==> src/rtl/rs_issue_scheduler.sv <==
// Reservation-station occupancy/readiness controller: allocates free entries to dispatch slots
// and moves ready entries into a registered, handshaked issue stage.
module rs_issue_scheduler #(
  parameter int unsigned N       = 2,
  parameter int unsigned ENTRIES = 8,
  localparam int unsigned IDXW   = $clog2(ENTRIES)
) (
  input  logic                clock,
  input  logic                reset_n,
  input  logic                squash,
  input  logic [N-1:0]        disp_req,
  input  logic [N-1:0]        disp_rdy,
  output logic [N-1:0]        disp_gnt,
  output logic [N*IDXW-1:0]   disp_idx,
  output logic [IDXW:0]       free_count,
  input  logic [ENTRIES-1:0]  wake,
  output logic [N-1:0]        iss_valid,
  output logic [N*IDXW-1:0]   iss_idx,
  input  logic [N-1:0]        iss_ack
);

  typedef struct packed {
    logic            vld;
    logic [IDXW-1:0] idx;
  } pick_t;
  typedef pick_t [N-1:0] pick_vec_t;

  // Priority selector: even lines take the lowest remaining request, odd lines the highest.
  function automatic pick_vec_t prio_pick(input logic [ENTRIES-1:0] req);
    pick_vec_t        res;
    logic [ENTRIES-1:0] rem;
    rem = req;
    res = '0;
    for (int l = 0; l < N; l++) begin
      if (l % 2 == 0) begin
        for (int e = ENTRIES - 1; e >= 0; e--) begin
          if (rem[e]) begin
            res[l].vld = 1'b1;
            res[l].idx = IDXW'(e);
          end
        end
      end else begin
        for (int e = 0; e < ENTRIES; e++) begin
          if (rem[e]) begin
            res[l].vld = 1'b1;
            res[l].idx = IDXW'(e);
          end
        end
      end
      if (res[l].vld) rem[res[l].idx] = 1'b0;
    end
    return res;
  endfunction

  logic [ENTRIES-1:0]        valid_q, valid_d;
  logic [ENTRIES-1:0]        ready_q, ready_d;
  logic [ENTRIES-1:0]        issuing_q, issuing_d;
  logic [N-1:0]              iss_valid_q, iss_valid_d;
  logic [N-1:0][IDXW-1:0]    iss_idx_q, iss_idx_d;
  logic [IDXW:0]             free_count_q, free_count_d;

  pick_vec_t   free_pick, iss_pick;
  logic        gnt_chain;
  int unsigned open_cnt;

  assign free_pick = prio_pick(~valid_q);
  assign iss_pick  = prio_pick(valid_q & ready_q & ~issuing_q);

  // Grants form a prefix: a refused slot blocks every later slot.
  always_comb begin
    disp_gnt  = '0;
    disp_idx  = '0;
    gnt_chain = ~squash;
    for (int k = 0; k < N; k++) begin
      disp_gnt[k] = gnt_chain & disp_req[k] & free_pick[k].vld;
      gnt_chain   = disp_gnt[k];
      disp_idx[k*IDXW +: IDXW] = free_pick[k].idx;
    end
  end

  always_comb begin
    valid_d     = valid_q;
    ready_d     = ready_q;
    issuing_d   = issuing_q;
    iss_valid_d = iss_valid_q;
    iss_idx_d   = iss_idx_q;
    open_cnt    = 0;
    if (squash) begin
      valid_d     = '0;
      ready_d     = '0;
      issuing_d   = '0;
      iss_valid_d = '0;
    end else begin
      for (int e = 0; e < ENTRIES; e++) begin
        if (wake[e] && valid_q[e]) ready_d[e] = 1'b1;
      end
      // Ack after wake so a retiring entry never leaves with ready set.
      for (int k = 0; k < N; k++) begin
        if (iss_ack[k] && iss_valid_q[k]) begin
          valid_d[iss_idx_q[k]]   = 1'b0;
          ready_d[iss_idx_q[k]]   = 1'b0;
          issuing_d[iss_idx_q[k]] = 1'b0;
          iss_valid_d[k]          = 1'b0;
        end
      end
      for (int k = 0; k < N; k++) begin
        if (disp_gnt[k]) begin
          valid_d[free_pick[k].idx]   = 1'b1;
          ready_d[free_pick[k].idx]   = disp_rdy[k];
          issuing_d[free_pick[k].idx] = 1'b0;
        end
      end
      // Open slots in ascending order consume selector lines 0, 1, ...
      for (int k = 0; k < N; k++) begin
        if (!iss_valid_q[k] || iss_ack[k]) begin
          for (int l = 0; l < N; l++) begin
            if (l == open_cnt && iss_pick[l].vld) begin
              iss_valid_d[k]               = 1'b1;
              iss_idx_d[k]                 = iss_pick[l].idx;
              issuing_d[iss_pick[l].idx]   = 1'b1;
            end
          end
          open_cnt = open_cnt + 1;
        end
      end
    end
    free_count_d = (IDXW+1)'(ENTRIES);
    for (int e = 0; e < ENTRIES; e++) begin
      free_count_d = free_count_d - (IDXW+1)'(valid_d[e]);
    end
  end

  always_ff @(posedge clock or negedge reset_n) begin
    if (!reset_n) begin
      valid_q      <= '0;
      ready_q      <= '0;
      issuing_q    <= '0;
      iss_valid_q  <= '0;
      iss_idx_q    <= '0;
      free_count_q <= (IDXW+1)'(ENTRIES);
    end else begin
      valid_q      <= valid_d;
      ready_q      <= ready_d;
      issuing_q    <= issuing_d;
      iss_valid_q  <= iss_valid_d;
      iss_idx_q    <= iss_idx_d;
      free_count_q <= free_count_d;
    end
  end

  assign iss_valid  = iss_valid_q;
  assign iss_idx    = iss_idx_q;
  assign free_count = free_count_q;

endmodule

==> config.mk <==
export PLATFORM = sky130hd
export DESIGN_NAME = rs_issue_scheduler
export DESIGN_NICKNAME = d
export VERILOG_FILES = /design/src/rtl/rs_issue_scheduler.sv
export SDC_FILE = /design/constraint.sdc
export NUM_CORES = 1
export LEC_CHECK = 0
export CAP_MARGIN = 15
export CORE_ASPECT_RATIO = 1.25
export CORE_MARGIN = 2
export CORE_UTILIZATION = 50
export CTS_BUF_LIST = sky130_fd_sc_hd__clkbuf_2
export DETAILED_ROUTE_END_ITERATION = 8
export DONT_BUFFER_PORTS = 1
export GPL_ROUTABILITY_DRIVEN = 0
export PLACE_DENSITY = 0.66
export SLEW_MARGIN = 5
export SYNTH_ARGS = -nofsm -noshare
export SYNTH_HDL_FRONTEND = slang
export SYNTH_SLANG_ARGS = --single-unit
==> constraint.sdc <==
create_clock -name clock -period 5 [get_ports clock]
set_clock_uncertainty 0.15 [all_clocks]
set_input_delay 1 -clock clock [delete_from_list [all_inputs] [get_ports clock]]
set_output_delay 1 -clock clock [all_outputs]
set_load 0.02 [all_outputs]
==> results.md, run 1 <==
- Status: completed
- Antenna cell count: 0
- Hold Vio Cnt, Final: 0
- Mean post-synth cell area: 8.66 µm²
- Slew headroom: 48.4%
- Core area: 5740 µm²
- Max Transition Viols Final: 0
- Final min period: 4.50 ns
- CTS sink cnt: 36
- Min-Delay Path Class: input port to asynchronous set/reset pin
- Worst-Margin Slew: 0.772 ns
- Post-synthesis sequential area ratio: 30.5%
- Total track usage: 27.6%
- Initial drt markers: 244
- Unrepaired setup endpoints after global routing: false
- Area of the mapped netlist: 2960 µm²
- Cts bufs inserted: 5
- Final WS setup: 0.504 ns
- Layout Cells excl Fill: 400
- Ys Warns: 0
- Synthesized instance count: 342
- Vias in the first global route: 2749
- P_leak: 1.28 nW
- Grt ovf: 0
- Final hold slack: 0.0955 ns
- Deepest clock path buffer count: 2
- Die Span Y: 90.0 µm
- TNS Setup: 0 ns
- Yosys cell types: 78
- Initial Utilization: 51.6%
- CTS tree: built
- Post-synth EDFFs: 0
- Placed cell count: 392
- Max-cap violation count: 0
- Place WS: 0.407 ns
- Tcrit/Tclk final: 89.9%
- Power per cell area: 189 nW/µm²
- Fmax: 222 MHz
- Largest area contributor in the netlist: dfrtp_1
- CP Data Arrival Time: 4.63 ns
- Worst Path Max Fanout: 15
- Via density per instance: 6.90
- Cell area after layout: 3000 µm²
- Fin nets: 358
- Peak VDD IR: 0.123 mV
- Async SR Flop Fraction: 100%
- Top cell type's share of synthesized area: 29.6%
- Post-DR wirelength/cell: 21.1 µm
- Largest net degree at the start of global routing: 37
- Residual DRC count: 0
- Worst-Skew Late Latency: 0.41 ns
- Hold-fix buffers, CTS: 0
- Post-synthesis net count: 367
- CP startpoint kind: flip-flop
- Layout area overhead: 1.44%
- Root Buffer: clkbuf_2
- Initial antenna violation count: 0
- Top cells by area, synth: dfrtp_1 30%, a21oi_1 5.1%, nor2_1 3.7%
- H-tree depth: 2
- First-pass DRT Iterations: 5
- Flops & latches, synth: 36
- Vias: 2759
- I/O pin count: 37
- Hpwl dp: 6320 µm
- Post-CTS Setup Inserts: 0
- Critical path type: flip-flop to flip-flop
- Setup crit end kind: flip-flop
- DRT Wirelength: 8420 µm
- Placed Area: 2960 µm²
- Fraction of layout cells with a size suffix above 1: 10.2%
- Row Count: 31
- Die X: 72.8 µm
- Port Buf Inserts: 0
- Worst-path clk slew: 0.21 ns
- Post-detailed-route count of antenna-violating nets: 0
- Post-CTS Resized: 0
- Die area: 6560 µm²
- # setup viols final: 0
- Global-route wire length before repair: 14200 µm
- Critical path required time: 5.14 ns
- Top FF cell, synth: dfrtp_1
cells by family after synthesis:
family | synth area share (%)
and+or+nand+nor | 31.7
AOI/OAI and AO/OA | 25.5
DFF | 30.5
buffers and inverters | 5.49
adders and majority gates | 5.07
muxes | 1.77
cells in the final DEF, fill, tap and decap left out, types with 9 or more instances in the layout:
master	n
nor2_1	29
o21ai_0	16
nand3b_1	9
nand2_1	24
dfrtp_1	35
nand3_1	12
and3b_1	10
a21oi_1	30
inv_1	16
final cells by class:
cell class / instances / area, µm²
clock buffer: 7 / 35.0
timing repair buffer: 3 / 22.5
inverter: 16 / 60.1
fill: 572 / 2740
sequential: 36 / 902
clock inverter: 1 / 5.00
tap: 66 / 82.6
multi-input combinational: 271 / 1900
final timing paths:
kind / cells past startpoint / slack (ns) / endpoint / startpoint
min reg2reg: 2 / 0.44 / issuing_q[0]$_DFF_PN0_ / issuing_q[0]$_DFF_PN0_
max in group asynchronous: 0 / 4.39 / free_count[3]$_DFF_PN1_ / reset_n
max reg2reg: 11 / 0.50 / free_count[2]$_DFF_PN0_ / valid_q[2]$_DFF_PN0_
max: 11 / 0.50 / free_count[2]$_DFF_PN0_ / valid_q[2]$_DFF_PN0_
min: 0 / 0.1 / ready_q[3]$_DFF_PN0_ / reset_n
min in group clock: 2 / 0.44 / issuing_q[0]$_DFF_PN0_ / issuing_q[0]$_DFF_PN0_
flip-flops by register name, summed over array words and instances, names as in the netlist:
signal	flops
issuing_q	8
ready_q	8
valid_q	8
iss_idx	6
free_count	4
iss_valid	2
report_power, final:
part	total [mW]	switching, mW	internal (mW)
Clock	0.139	0.101	0.0382
Combinational	0.0783	0.0472	0.0311
Sequential	0.351	0.0397	0.311
critical path, stage by stage, from the launching register on:
cell	delay [ns]
dfrtp_1	0.67
and4_1	0.52
nand4_4	0.15
a311oi_4	0.40
nand3_2	0.18
and2_1	0.19
a21o_1	0.20
fa_1	0.50
ha_1	0.23
fa_1	0.48
fa_1	0.44
ha_1	0.29
per-stage QoR:
step / util, % / power (mW)
after global routing: 52.3 / 0.600
final: 52.3 / 0.568
after floorplan: - / 0.416
after global placement: 51.6 / 0.431
after detailed placement: 51.6 / 0.432
after CTS: 52.3 / 0.573
synth_stat cells, types with 2 or more instances:
master     number
dfrtp_1        35
a21oi_1        30
nor2_1         29
nand2_1        24
inv_1          16
o21ai_0        16
nand3_1        12
and3b_1        10
nand3b_1        9
and3_1          8
nor2b_1         8
a21o_1          7
and2_1          7
nand4_1         7
a32oi_1         6
buf_2           6
clkbuf_1        6
o211ai_1        6
a22oi_1         5
nand2b_1        5
nor3_1          5
a211oi_1        4
buf_4           4
fa_1            4
ha_1            4
a31oi_1         3
mux2i_1         3
o22ai_1         3
a22o_1          2
a32o_1          2
maj3_1          2
mux2_2          2
nand4b_1        2
nand4bb_1       2
nor4b_1         2
or2_2           2
or3_1           2
or4_1           2
layer usage:
metal	global-route usage [%]	part of all wire (%)	up-vias	wire length, µm
li1	-	-	1272	-
met1	35.6	40	1355	3390
met2	43.9	50	114	4190
met3	6.61	7.0	18	587
met4	10.8	2.9	0	247
met5	0	0	-	0
Power figures use the tool's default switching activity.
==> run 2: changes to the inputs <==
CORE_MARGIN = default   (was 2)
==> run 2 against run 1 <==
Against the previous run: the run now ends with DRC left; sequential power about the same; sequential cell count stayed put; worst setup slack improved by 0.052 ns; sequential share of layout area shrank 0.35 points; cell count is 0.25% higher; clock-buffer cell count shrank 2; non-clock buffer count up 1; power rose by 9.8%; critical path type unchanged; critical endpoint unchanged; highest routed layer unchanged.
==> results.md, run 2 (same netlist as run 1, synthesis figures left out) <==
- Status: finished, violations left
- Failing checks: DRC
- CP peak stage delay: 0.70 ns (+0.03 ns)
- Global Route met1 Usage: 35.9% (+0.29 points)
- Crit path launch: valid_q[2]$_DFF_PN0_
- Root Buffer: clkbuf_2
- Worst Path Max Fanout: 15 (unchanged)
- Most common cell after layout, fill and taps aside: dfrtp_1
- Fmax: 225 MHz (+1.2%)
- GR Util met3: 5.52% (-1.1 points)
- Hold-fix buffers, CTS: 0 (unchanged)
- RR Startpoint: valid_q[2]$_DFF_PN0_
- Crit. path cell count: 11 (unchanged)
- Tcrit/Tclk final: 88.9% (-1.0 points)
- Critical path required time: 5.19 ns (+0.05 ns)
- R2R setup slack: 0.56 ns (+0.05 ns)
- Most frequent CP cell: fa_1
- Cell area after layout: 3040 µm² (+1.2%)
- Initial Utilization: 51.6% (unchanged)
- Via density per instance: 6.86 (-0.61%)
- Fraction of layout cells with a size suffix above 1: 10.4% (+0.27 points)
- Global route hottest layer: met2
- Max Transition Viols Final: 0 (unchanged)
- Unrepaired setup endpoints after global routing: false
- Post-CTS Setup Inserts: 0 (unchanged)
- Crit path capture: free_count[2]$_DFF_PN0_
- Post-DR wirelength/cell: 21.0 µm (-0.24%)
- Critical path type: flip-flop to flip-flop
- Port Buf Inserts: 0 (unchanged)
- Initial antenna violation count: 0 (unchanged)
- Worst-Margin Slew: 0.738 ns (-0.0340 ns)
- Peak VDD IR: 0.247 mV (+100%)
- Power per cell area: 205 nW/µm² (+8.6%)
- Initial drt markers: 273 (+12%)
- Vias in the first global route: 2641 (-3.9%)
- Die area: 6240 µm² (-4.9%)
- # setup viols final: 0 (unchanged)
- Die X: 70.8 µm (-2.7%)
- Die Span Y: 88.0 µm (-2.2%)
- Worst-path clk slew: 0.22 ns (about the same)
- RR Endpoint: free_count[2]$_DFF_PN0_
- CTS sink cnt: 36 (unchanged)
- H-tree depth: 2 (unchanged)
- Global-route wire length before repair: 13500 µm (-4.4%)
- Post-CTS Resized: 0 (unchanged)
- Placed Area: 2970 µm² (+0.25%)
- Min-Delay Path Class: input port to asynchronous set/reset pin
- Hpwl dp: 6250 µm (-1.1%)
- Total track usage: 28.5% (+0.94 points)
- Worst-Skew Late Latency: 0.41 ns (about the same)
- GR met2 Demand/Resource: 48.1% (+4.1 points)
- Critical path's slowest cell: dfrtp_1
- Final min period: 4.44 ns (-0.0524 ns)
- Vias: 2749 (-0.36%)
- Worst reg2reg path depth: 11 (unchanged)
- Setup crit end kind: flip-flop
- Cts bufs inserted: 5 (unchanged)
- Post-detailed-route count of antenna-violating nets: 0 (unchanged)
- Commonest non-fill, non-tap cells in the layout: 35 x dfrtp_1, 30 x a21oi_1, 29 x nor2_1
- Slew headroom: 50.7% (+2.3 points)
- CP startpoint kind: flip-flop
- CP Data Arrival Time: 4.63 ns (about the same)
- CTS tree: built
- Core area: 5740 µm² (unchanged)
- Fin nets: 359 (+0.28%)
- Fillers: 567 (-0.87%)
- Largest net degree at the start of global routing: 37 (unchanged)
- Layout area overhead: 2.62%
- Hold Vio Cnt, Final: 0 (unchanged)
- DRT Wirelength: 8420 µm (about the same)
- Residual DRC count: 6 (+6)
- First-pass DRT Iterations: 7 (+2)
- Top Registers: issuing_q x8, ready_q x8, valid_q x8
- P_leak: 1.29 nW (+0.89%)
- Antenna cell count: 0 (unchanged)
- Fin util: 52.9% (+0.61 points)
- I/O pin count: 37 (unchanged)
- Row Count: 31 (unchanged)
- Crit-path cells: and4_1 > nand4_4 > a311oi_4 > nor3b_4 > a21oi_2 > o22a_1 > fa_1 > ha_1 > fa_1 > fa_1 > ha_1
- Top delay family on crit path: adder cells
- Grt ovf: 0 (unchanged)
- Deepest clock path buffer count: 2 (unchanged)
- Max-cap violation count: 0 (unchanged)
- TNS Setup: 0 ns (unchanged)
- WP buf/inv: 0 (unchanged)
==> run 2: final cells by class <==
class | count | area [µm²] | area share (%)
clock buffer | 5 | 25.0 | 0.823
clock inverter | 3 | 42.5 | 1.40
tap | 66 | 82.6 | 2.72
multi-input combinational | 271 | 1900 | 62.4
inverter | 16 | 60.1 | 1.98
timing repair buffer | 4 | 30.0 | 0.988
sequential | 36 | 902 | 29.7
==> run 2: worst min path at each step <==
stage / endpoint / depth (start not counted) / slack [ns] / start
6_report: ready_q[3]$_DFF_PN0_ / 0 / 0.09 / reset_n
5_1_grt: ready_q[3]$_DFF_PN0_ / 0 / 0.02 / reset_n
4_1_cts: valid_q[0]$_DFF_PN0_ / 0 / 0.06 / reset_n
3_5_place_dp: issuing_q[0]$_DFF_PN0_ / 2 / 0.40 / issuing_q[0]$_DFF_PN0_
3_3_place_gp: issuing_q[0]$_DFF_PN0_ / 2 / 0.40 / issuing_q[0]$_DFF_PN0_
2_1_floorplan: issuing_q[0]$_DFF_PN0_ / 2 / 0.38 / issuing_q[0]$_DFF_PN0_
==> run 2: routing by layer <==
metal | routed length [µm] | share of wire (%)
met1 | 3480 | 41
met2 | 4140 | 49
met3 | 479 | 5.7
met4 | 320 | 3.8
met5 | 0 | 0
==> run 2: through the flow <==
stage / hold WS, ns / total power, mW / setup WS (ns) / std cells
2_1_floorplan: 0.381 / 0.416 / 0.549 / 342
3_3_place_gp: 0.398 / 0.431 / 0.537 / 393
3_5_place_dp: 0.402 / 0.433 / 0.472 / 393
4_1_cts: 0.0614 / 0.632 / 0.599 / 401
5_1_grt: 0.0194 / 0.657 / 0.376 / 401
6_report: 0.0878 / 0.623 / 0.556 / 401
==> run 2: where the power goes <==
part	switching [mW]	leakage (nW)	internal (mW)	total (mW)
Clock	0.110	0.0390	0.0835	0.194
Sequential	0.0384	0.486	0.311	0.349
Combinational	0.0486	0.763	0.0315	0.0801
